File: src/rtl/row_pair_averager.sv
// Streaming vertical 2-tap averager: every pixel of rows 1..ROWS-1 is averaged with the
// pixel directly above it, which is held in a one-row line buffer.
module row_pair_averager #(
    parameter int DW   = 8,
    parameter int COLS = 8,
    parameter int ROWS = 16,
    localparam int COL_W  = (COLS > 1) ? $clog2(COLS) : 1,
    localparam int ROW_W  = $clog2(ROWS),
    localparam int OROW_W = (ROWS > 2) ? $clog2(ROWS - 1) : 1
) (
    input  logic              clk,
    input  logic              reset,
    input  logic [DW-1:0]     data,
    input  logic              data_valid,
    input  logic              round_mode,
    output logic              valid,
    output logic [DW-1:0]     out,
    output logic [OROW_W-1:0] out_row,
    output logic [COL_W-1:0]  out_col,
    output logic              done
);

    typedef enum logic [1:0] {
        IDLE,
        FILL,
        AVG
    } state_t;

    localparam logic [COL_W-1:0] COL_LAST = COL_W'(COLS - 1);
    localparam logic [ROW_W-1:0] ROW_LAST = ROW_W'(ROWS - 1);

    state_t              state_q, state_d;
    logic [COL_W-1:0]    col_q, col_d;
    logic [ROW_W-1:0]    row_q, row_d;
    logic                round_q, round_d;

    logic                valid_q, valid_d;
    logic [DW-1:0]       out_q, out_d;
    logic [OROW_W-1:0]   out_row_q, out_row_d;
    logic [COL_W-1:0]    out_col_q, out_col_d;
    logic                done_q, done_d;

    logic [DW-1:0]       line_buf_q [COLS];

    logic                col_last;
    logic                row_last;
    logic [DW-1:0]       above;
    logic [DW:0]         sum;
    logic [DW:0]         sum_rnd;
    logic [DW-1:0]       avg;
    logic [ROW_W-1:0]    row_m1;

    assign col_last = (col_q == COL_LAST);
    assign row_last = (row_q == ROW_LAST);

    // The read of buf[col] sees the previous row even though the same entry is overwritten
    // at this edge with the current pixel.
    assign above   = line_buf_q[col_q];
    assign sum     = {1'b0, above} + {1'b0, data};
    assign sum_rnd = sum + {{DW{1'b0}}, round_q};
    assign avg     = DW'(sum_rnd >> 1);
    assign row_m1  = row_q - ROW_W'(1);

    // Raster position of the pixel presented this cycle.
    always_comb begin
        // NOTE: every always_comb output gets a default first so no path can infer a latch.
        col_d = col_q;
        row_d = row_q;
        if (data_valid) begin
            if (col_last) begin
                col_d = '0;
                row_d = row_last ? '0 : row_q + ROW_W'(1);
            end else begin
                col_d = col_q + COL_W'(1);
            end
        end
    end

    always_comb begin
        state_d = state_q;
        round_d = round_q;
        unique case (state_q)
            IDLE: begin
                if (data_valid) begin
                    round_d = round_mode;
                    if (COLS == 1) begin
                        state_d = AVG;
                    end else begin
                        state_d = FILL;
                    end
                end
            end
            FILL: begin
                if (data_valid && col_last) begin
                    state_d = AVG;
                end
            end
            AVG: begin
                if (data_valid && col_last && row_last) begin
                    state_d = IDLE;
                end
            end
            default: state_d = IDLE;
        endcase
    end

    // Outputs hold their last value across stalls; only valid/done drop.
    always_comb begin
        valid_d   = data_valid && (state_q == AVG);
        out_d     = out_q;
        out_row_d = out_row_q;
        out_col_d = out_col_q;
        done_d    = 1'b0;
        if (valid_d) begin
            out_d     = avg;
            out_row_d = OROW_W'(row_m1);
            out_col_d = col_q;
            done_d    = col_last && row_last;
        end
    end

    always_ff @(posedge clk or posedge reset) begin
        if (reset) begin
            state_q   <= IDLE;
            col_q     <= '0;
            row_q     <= '0;
            round_q   <= 1'b0;
            valid_q   <= 1'b0;
            out_q     <= '0;
            out_row_q <= '0;
            out_col_q <= '0;
            done_q    <= 1'b0;
        end else begin
            // NOTE: sequential state uses non-blocking assignments so every register samples
            // pre-edge values regardless of statement order.
            state_q   <= state_d;
            col_q     <= col_d;
            row_q     <= row_d;
            round_q   <= round_d;
            valid_q   <= valid_d;
            out_q     <= out_d;
            out_row_q <= out_row_d;
            out_col_q <= out_col_d;
            done_q    <= done_d;
        end
    end

    // NOTE: the line buffer is deliberately not reset; row 0 of every frame rewrites each
    // entry before AVG reads it, so a reset would only add fan-out.
    always_ff @(posedge clk) begin
        if (data_valid) begin
            line_buf_q[col_q] <= data;
        end
    end

    assign valid   = valid_q;
    assign out     = out_q;
    assign out_row = out_row_q;
    assign out_col = out_col_q;
    assign done    = done_q;

endmodule

File: config.mk
export PLATFORM = sky130hd
export DESIGN_NAME = row_pair_averager
export DESIGN_NICKNAME = d
export VERILOG_FILES = /design/src/rtl/row_pair_averager.sv
export SDC_FILE = /design/constraint.sdc
export NUM_CORES = 1
export LEC_CHECK = 0
export CAP_MARGIN = 20
export CORE_ASPECT_RATIO = 0.9
export CORE_MARGIN = 4
export CORE_UTILIZATION = 40
export CTS_CLUSTER_DIAMETER = 60
export DETAILED_ROUTE_END_ITERATION = 8
export GPL_TIMING_DRIVEN = 0
export PLACE_DENSITY = 0.61
export SYNTH_ARGS = -nofsm -noshare
export SYNTH_HDL_FRONTEND = slang
export SYNTH_SLANG_ARGS = --single-unit
File: constraint.sdc
create_clock -name clk -period 8.4 [get_ports clk]
set_clock_uncertainty 0.05 [all_clocks]
set_input_delay 0.84 -clock clk [delete_from_list [all_inputs] [get_ports clk]]
set_output_delay 0.84 -clock clk [all_outputs]
set_load 0.05 [all_outputs]
==> metrics, run 1 <==
outcome=finished, final reports clean; Comb power frac=45.5%; GRT busiest layer=met2; Initial Util=41.89%; Iteration-0 DRC Markers=115; CTS tree=done; GRT Total Usage=14.34%; Final WS setup=4866 ps; Slew Viols, Final=0; Final Critical Period=3534 ps; Post-CTS Resized=0; sequential cell area=2597 um^2; first-pass GRT wire length=12.30 mm; critical path class=reg -> reg; hold path start=state_q[1]; met2 Use GR=21.01%; Mapped Cells=252; Max Root-Sink Buffers=2; num ports=29; Hold Vio Cnt, Final=0; R2R cell count=11; post-synth top area share=49.39%; switching pwr=0.6445 mW; pwr/cell area=364.9 nW/um^2; Ant. Diodes=0; Least-Margin Pin Slew=975.9 ps; setup TNS=0 ps; wirelength, routed=7.600 mm; CP max FO=10; XOR/XNOR Fraction of Synth Area=1.350%; area grow syn2layout=16.82%; Finished Core Util=48.93%; Worst Hold Depth=1; largest net degree at the start of global routing=28; top cells by area, synth=edfxtp_1, dfrtp_1, mux4_2; Syn. warnings=0; most common cell in the netlist=edfxtp_1; Critical Path Sink Type=register; Post-Place Worst Slack=4844 ps; core box area=9290 um^2; Routed Antenna Nets=0; Slew Limit Headroom=34.70%; share of layout cells above drive strength 1=18.52%; total CTS buffers=9; clock sinks=91; Placed Cells=402; Post-Synthesis Cell Area=3891 um^2; post-layout net count=317; Peak VDD IR=152.7 uV; CTS clk-pin slew, worst paths=90 ps; Worst-Skew Late Latency=370 ps; Worst setup SP type=register; Multi-input gate area=1231 um^2; post-synthesis compound-gate area fraction=5.370%; Most used DFF post-synth=edfxtp_1; hold worst-path end=state_q[0]; Syn Area/Cell=15.44 um^2; FF-to-FF End=out[5]; RSZ-0062 raised after global routing=false; DPL Wire Length=5.226 mm; Post-Synthesis Net Count=277; largest family of logic cells by synthesized area=multiplexers; static leakage=1.652 nW; met1 global-route usage=20.99%; Die Ht=101.6 um; grt total ovfl=0; Hold WC Path Type=reg -> reg; vias in the first global route=2245; Seq pwr share=37.8%; # port buffers=28; leading area contributor after synthesis=edfxtp_1; reg-to-reg critical path startpoint=col_q[1]; row count=33; post-synthesis register bit count=91; Final period util=42.07%; max frequency=283.0 MHz; Setup Fix Bufs, Post-CTS=0; setup violators final=0; Internal=1.014 mW; Async SR Flop Fraction=29.67%; Root Buffer=clkbuf_8; Net Sw Frac=38.86%; gp weighted congestion=0.7802; fillcell total=829; Pwr Total=1.658 mW; worst reg2reg setup slack=4870 ps; Worst EP arrival=3760 ps; antenna violations before repair=0; sequential share of the synthesized area=66.75%; Req. time, crit path=8630 ps; multiplexer share of the synthesized area=12.70%; die footprint=11370 um^2; H-tree levels=3; die span in x=112.0 um; DRT Pass-1 Iters=4; Via density=5.241; Residual DRC=0; number of hold buffers added after cts=0; routed len/inst=18.14 um; number of library cell types mapped by synthesis=42; Simple-Gate Fraction of Synth Area=7.588%; max_cap viols=0; Post-synth EDFFs=64; clock share of power=16.7%; Commonest cells post-synth=edfxtp_1, dfrtp_1, nand2_1; met3 GRT Util=3.524%; Post-Synth Adder-Cell Area=4.373%; Layout Cells excl Fill=419; via count=2196
==> flip-flops by register name (all words and copies together), names as in the netlist <==
register,cells
line_buf_q,64
out,8
out_row,4
row_q,4
col_q,3
out_col,3
state_q,2
done,1
round_q,1
valid,1
==> worst max-delay path: stages, from the launching register on <==
cell and delay [ps]:
dfrtp_1 360, clkbuf_1 440, clkbuf_1 560, mux2_2 410, ha_1 320, a21oi_1 90
fa_1 400, nor2b_1 190, o221ai_1 210, nand2b_1 120, a211oi_1 80, o31ai_1 220
==> power groups by stage <==
| stage | combinational (mW) | sequential (mW) | clock (mW) |
|---|---|---|---|
| global route | 0.827 | 0.639 | 0.304 |
| CTS | 0.764 | 0.628 | 0.286 |
| global placement | 0.754 | 0.634 | 0 |
| detailed placement | 0.761 | 0.637 | 0 |
| finish | 0.754 | 0.627 | 0.277 |
| floorplan | 0.454 | 0.729 | 0 |
==> how the worst max path moves through the flow <==
stage	end	start	slack (ps)
floorplan	out[5]	col_q[0]	5380
global placement	out[7]	col_q[1]	4860
detailed placement	out[7]	col_q[1]	4840
CTS	out[7]	col_q[1]	4830
global route	out[7]	col_q[1]	4540
finish	out[5]	col_q[1]	4870
==> layer usage <==
| metal | part of all wire [%] | wire, um | up-vias |
|---|---|---|---|
| li1 | - | - | 1038 |
| met1 | 47 | 3579 | 1100 |
| met2 | 46 | 3498 | 53 |
| met3 | 6.0 | 454 | 5 |
| met4 | 0.89 | 68 | 0 |
| met5 | 0 | 0 | - |
==> metrics by stage <==
| step | instance area, um^2 | hold WS [ps] |
|---|---|---|
| after floorplan | 3891 | 389.2 |
| after global placement | 4324 | 402.2 |
| after detailed placement | 4334 | 409.5 |
| after CTS | 4518 | 420.5 |
| after global routing | 4546 | 462.7 |
| final | 4546 | 419.7 |
==> cell usage in the layout, fill, tap and decap left out, types with 3 or more instances in the layout <==
cell type / count
nand2b_1: 4
clkbuf_1: 5
nand3_1: 5
a211oi_1: 3
ha_1: 12
clkdlybuf4s50_1: 28
nand2_1: 21
o21ai_0: 8
a21oi_1: 10
buf_2: 4
inv_1: 6
dfrtp_1: 27
edfxtp_1: 64
nor2_1: 18
xnor2_1: 4
o21ai_1: 4
mux4_2: 16
clkbuf_8: 9
mux2_2: 10
nor3_1: 3
==> final cells by class <==
cell class	count	share of cell area (%)
Sequential cell	91	57.14
Multi-Input combinational cell	144	27.09
Timing Repair Buffer	29	6.771
Tap cell	122	3.358
Clock buffer	10	2.808
Clock inverter	6	1.239
Buffer	9	0.9359
Inverter	8	0.6606
==> cells by family after synthesis <==
| kind of cell | Yosys count |
|---|---|
| flops | 91 |
| xor+xnor | 6 |
| buf+inv | 17 |
| simple gates | 63 |
| mux | 28 |
| compound gates | 34 |
| fa+ha+maj | 13 |
No activity file was read; power rests on OpenSTA's default activity.
==> run 2: changes to the inputs <==
==> constraint.sdc (replaced) <==
create_clock -name clk -period 3.4 [get_ports clk]
set_clock_uncertainty 0.05 [all_clocks]
set_input_delay 0.34 -clock clk [delete_from_list [all_inputs] [get_ports clk]]
set_output_delay 0.34 -clock clk [all_outputs]
set_load 0.05 [all_outputs]
==> run 2 against run 1 <==
Combinational power grew to 2.6 times the previous value. Highest routed layer unchanged. Cell count stayed put. Critical path type unchanged. Hold slack worse by 280 ps. Total power grew to 2.5 times the previous value. Die area stayed put. Flip-flop and latch count stayed put. Largest cell class unchanged. Largest power group unchanged. Register-to-register slack worse by 4700 ps. Wire length is 0.14% higher. Clock-buffer cell count stayed put. Clock power is 150% higher. Critical path depth is 1 higher. Cell area is 0.74% higher.
==> metrics, run 2 (synthesis results as in run 1) <==
outcome=finished, final reports clean (unchanged); Via density=5.279 (was 5.241); reg-to-reg critical path startpoint=col_q[0] (was col_q[1]); vias in the first global route=2245 (unchanged); Root Buffer=clkbuf_8 (unchanged); Net Sw Frac=38.88% (was 38.86%); # port buffers=28 (unchanged); most common cell after layout, fill and taps aside=edfxtp_1 (unchanged); max reg flops=64 (unchanged); Req. time, crit path=3630 ps (was 8630 ps); Iteration-0 DRC Markers=92 (was 115); Least-Margin Pin Slew=945.0 ps (was 975.9 ps); max_cap viols=0 (unchanged); Hold Vio Cnt, Final=0 (unchanged); switching pwr=1.618 mW (was 0.6445 mW); clock sinks=91 (unchanged); via count=2212 (was 2196); Critical Path Sink Type=register (unchanged); Pwr Total=4.160 mW (was 1.658 mW); wirelength, routed=7.611 mm (was 7.600 mm); routed len/inst=18.16 um (was 18.14 um); max frequency=312.6 MHz (was 283.0 MHz); worst path bufs/invs=2 (unchanged); Slew Viols, Final=0 (unchanged); static leakage=1.668 nW (was 1.652 nW); worst reg2reg setup slack=200 ps (was 4870 ps); share of layout cells above drive strength 1=20.54% (was 18.52%); pwr/cell area=908.4 nW/um^2 (was 364.9 nW/um^2); DRT Pass-1 Iters=4 (unchanged); Top delay family on crit path=multiplexers (was buffers and inverters); clock share of power=16.5% (was 16.7%); GRT Total Usage=14.34% (unchanged); Worst path slowest cell=mux4_2 (was clkbuf_1); largest net degree at the start of global routing=28 (unchanged); Layout Cells excl Fill=419 (unchanged); Final Critical Period=3199 ps (was 3534 ps); DPL Wire Length=5.226 mm (unchanged); Peak VDD IR=385.5 uV (was 152.7 uV); first-pass GRT wire length=12.30 mm (unchanged); R2R cell count=12 (was 11); Worst setup SP type=register (unchanged); Residual DRC=0 (unchanged); Worst-Skew Late Latency=360 ps (was 370 ps); Seq pwr share=37.2% (was 37.8%); core box area=9290 um^2 (unchanged); Final period util=94.09% (was 42.07%); antenna violations before repair=0 (unchanged); CP max FO=10 (unchanged); die span in x=112.0 um (unchanged); Slew Limit Headroom=36.77% (was 34.70%); Worst EP arrival=3430 ps (was 3760 ps); CTS tree=done (unchanged); Initial Util=41.89% (unchanged); Placed Cells=402 (unchanged); die footprint=11370 um^2 (unchanged); setup violators final=0 (unchanged); Comb power frac=46.3% (was 45.5%); Max Root-Sink Buffers=2 (unchanged); H-tree levels=3 (unchanged); Most flops, register=line_buf_q (unchanged); Hold WC Path Type=in -> async (was reg -> reg); critical path class=reg -> reg (unchanged); Ant. Diodes=0 (unchanged); Final WS setup=200.8 ps (was 4866 ps); final hold slack=141.1 ps (was 419.7 ps); Die Ht=101.6 um (unchanged); CTS clk-pin slew, worst paths=100 ps (was 90 ps); num ports=29 (unchanged); post-layout net count=317 (unchanged); gp weighted congestion=0.7802 (unchanged); row count=33 (unchanged); Post-Place Worst Slack=-155.8 ps (was 4844 ps); FF-to-FF End=out[5] (unchanged); Internal=2.542 mW (was 1.014 mW); most frequent cells in the layout=edfxtp_1, clkdlybuf4s50_1, dfrtp_1, nand2_1, nor2_1 (unchanged); Routed Antenna Nets=0 (unchanged); grt total ovfl=0 (unchanged); CP max stage delay=490 ps (was 560 ps); area grow syn2layout=17.68% (was 16.82%); Cell Chain, Critical Path=buf_4 > buf_12 > mux4_2 > mux2_2 > ha_1 > a21oi_1 > fa_1 > nor2b_2 > o221ai_2 > nand2b_1 > a211oi_1 > o31ai_1 (was clkbuf_1 > clkbuf_1 > mux2_2 > ha_1 > a21oi_1 > fa_1 > nor2b_1 > o221ai_1 > nand2b_1 > a211oi_1 > o31ai_1); total CTS buffers=9 (unchanged)
run 2: worst max path at each step:
stage	start	endpoint	depth (start not counted)
after floorplan	col_q[0]	out[5]	12
after global placement	col_q[1]	out[7]	11
after detailed placement	col_q[1]	out[7]	11
after CTS	col_q[0]	out[7]	12
after global routing	col_q[0]	out[5]	12
final	col_q[0]	out[5]	12
run 2: final cells by class:
cell class              count  area [um^2]
plain buffers               9        63.81
clock buffers              10        127.6
multi-input cells         144         1244
fillers                   827         4711
well taps                 122        152.6
flip-flops and latches     91         2597
inverters                   8        30.03
repair buffers             29        307.8
clock inverters             6        56.30
run 2: layer usage:
layer	GRT usage [%]	up-vias	wire length [um]
met1	20.99	1115	3676
met2	21.01	50	3504
met4	5.176	0	85
li1	-	1040	-
met3	3.524	7	345
met5	0	-	0
run 2: what timing repair did:
item | CTS | global route
hold buffers | 0 | 0
gates resized for setup | 4 | 9
setup buffers | 0 | 0
setup endpoints to repair | 4 | 4
run 2: through the flow:
stage          TNS, ps  util (%)  area, um^2
2_1_floorplan        0         -        3891
3_3_place_gp    -316.7     46.55        4324
3_5_place_dp    -391.5     46.65        4334
4_1_cts              0     48.74        4528
5_1_grt         -2.444     49.29        4579
6_report             0     49.29        4579
run 2: power by group through the flow:
stage,logic [mW],registers [mW],clock network (mW)
after global placement,1.86,1.57,0
after detailed placement,1.88,1.57,0
final,1.93,1.55,0.686
after global routing,2.10,1.58,0.750
after CTS,1.90,1.55,0.707
after floorplan,1.12,1.80,0
==> run 3: changes to the inputs <==
--- a/config.mk
+++ b/config.mk
@@ -11,7 +11,6 @@
 export CORE_UTILIZATION = 40
 export CTS_CLUSTER_DIAMETER = 60
 export DETAILED_ROUTE_END_ITERATION = 8
-export GPL_TIMING_DRIVEN = 0
 export PLACE_DENSITY = 0.61
 export SYNTH_ARGS = -nofsm -noshare
 export SYNTH_HDL_FRONTEND = slang
==> run 3 against run 2 <==
First-iteration DRC count up 43%. Sequential share of layout area decreased by 0.12 points. Total power decreased by 0.74%. Utilization is 0.11 points higher. Sequential power is essentially flat. Maximum frequency rose by 7.5%. Die area stayed put. Register-to-register slack improved by 220 ps. Critical endpoint is now out[6].
==> metrics, run 3 (synthesis results as in run 1) <==
Hold WC Path Type=in -> async (unchanged); share of layout cells above drive strength 1=19.33% (was 20.54%); number of hold buffers added after cts=0 (unchanged); Hold Vio Cnt, Final=0 (unchanged); Least-Margin Pin Slew=998.6 ps (was 945.0 ps); Worst-Skew Late Latency=360 ps (about the same); DRT Pass-1 Iters=4 (unchanged); setup TNS=0 ps (unchanged); Worst setup SP type=register (unchanged); H-tree levels=3 (unchanged); Cell Chain, Critical Path=buf_4 > mux4_2 > mux2_2 > ha_1 > a21o_1 > a21oi_2 > o21ai_1 > or4b_1 > nand3_1 (was buf_4 > buf_12 > mux4_2 > mux2_2 > ha_1 > a21oi_1 > fa_1 > nor2b_2 > o221ai_2 > nand2b_1 > a211oi_1 > o31ai_1); Routed Antenna Nets=0 (unchanged); via count=2178 (was 2212); Post-CTS Resized=0 (was 4); core box area=9290 um^2 (unchanged); CTS clk-pin slew, worst paths=90 ps (was 100 ps); vias in the first global route=2243 (was 2245); wirelength, routed=7.466 mm (was 7.611 mm); RSZ-0062 raised after global routing=false; max frequency=336.0 MHz (was 312.6 MHz); grt total ovfl=0 (unchanged); Iteration-0 DRC Markers=132 (was 92); Final period util=87.53% (was 94.09%); most common cell after layout, fill and taps aside=edfxtp_1 (unchanged); static leakage=1.685 nW (was 1.668 nW); CP max FO=10 (unchanged); Max Root-Sink Buffers=2 (unchanged); critical path class=reg -> reg (unchanged); total CTS buffers=9 (unchanged); clock sinks=91 (unchanged); setup violators final=0 (unchanged); Slew Limit Headroom=33.18% (was 36.77%); # port buffers=28 (unchanged); Critical Path Sink Type=register (unchanged); Ant. Diodes=0 (unchanged); routed len/inst=17.69 um (was 18.16 um); Final Critical Period=2976 ps (was 3199 ps); max_cap viols=0 (unchanged); Residual DRC=0 (unchanged); Root Buffer=clkbuf_8 (unchanged); gp weighted congestion=0.7692 (was 0.7802); Peak VDD IR=394.7 uV (was 385.5 uV); Pwr Total=4.129 mW (was 4.160 mW); Req. time, crit path=3650 ps (was 3630 ps); outcome=finished, final reports clean (unchanged); Via density=5.161 (was 5.279); CP max stage delay=530 ps (was 490 ps); CTS tree=done (unchanged); Worst path slowest cell=mux4_2 (unchanged); Worst EP arrival=3230 ps (was 3430 ps); area grow syn2layout=17.94% (was 17.68%); row count=33 (unchanged); post-layout net count=320 (was 317); die footprint=11370 um^2 (unchanged); Post-Place Worst Slack=452.4 ps (was -155.8 ps); Slew Viols, Final=0 (unchanged); Initial Util=41.89% (unchanged); largest net degree at the start of global routing=28 (unchanged); antenna violations before repair=0 (unchanged); DPL Wire Length=5.137 mm (was 5.226 mm); die span in x=112.0 um (unchanged); Setup Fix Bufs, Post-CTS=0 (unchanged); GRT Total Usage=14.21% (was 14.34%); pwr/cell area=899.7 nW/um^2 (was 908.4 nW/um^2); num ports=29 (unchanged); Final WS setup=424.1 ps (was 200.8 ps); max reg flops=64 (unchanged); Die Ht=101.6 um (unchanged); most frequent cells in the layout=edfxtp_1, clkdlybuf4s50_1, dfrtp_1, nand2_1, nor2_1 (unchanged); first-pass GRT wire length=12.13 mm (was 12.30 mm); Most flops, register=line_buf_q (unchanged)
## run 3: layout make-up
cell class,count,area (um^2)
fillers,794,4701
flip-flops and latches,91,2597
multi-input cells,144,1221
repair buffers,41,397.9
well taps,122,152.6
clock buffers,9,123.9
clock inverters,7,66.31
inverters,8,30.03
## run 3: final timing paths
check | slack (ps) | depth (start not counted) | startpoint | to
setup / recovery | 420 | 9 | col_q[0] | out[6]
hold / removal | 190 | 2 | reset | out[4]
setup reg to reg | 420 | 9 | col_q[0] | out[6]
hold reg to reg | 430 | 2 | out_col[1] | out_col[1]
max in group asynchronous | 2670 | 3 | reset | out_col[2]
min in group clk | 430 | 2 | out_col[1] | out_col[1]
## run 3: report_power, final
part           internal (mW)  switching (mW)
registers               1.43           0.137
logic                  0.815            1.03
clock network          0.336           0.380
total                   2.58            1.55
## run 3: per-stage QoR
| stage | std cells | util (%) | cell area [um^2] | hold WS (ps) |
|---|---|---|---|---|
| 2_1_floorplan | 252 | - | 3891 | 342.7 |
| 3_3_place_gp | 405 | 47.06 | 4372 | 411.3 |
| 3_5_place_dp | 405 | 47.06 | 4372 | 411.9 |
| 4_1_cts | 421 | 49.10 | 4562 | 434.4 |
| 5_1_grt | 422 | 49.40 | 4589 | 197.3 |
| 6_report | 422 | 49.40 | 4589 | 189.7 |
## run 3: critical path, delay by kind of cell, from the launching register on
kind            cells  cell delay, ps
fa+ha+maj           1             340
compound gates      3             420
buf+inv             1             290
flops               1             450
simple gates        2             580
mux                 2             810
## run 3: metal layers
layer	track usage, %	wire [um]	vias up	share of wire (%)
met2	21.94	3513	45	47
met3	4.002	323	11	4.3
met4	4.713	119	0	1.6
li1	-	-	1035	-
met5	0	0	-	0
met1	19.66	3509	1087	47
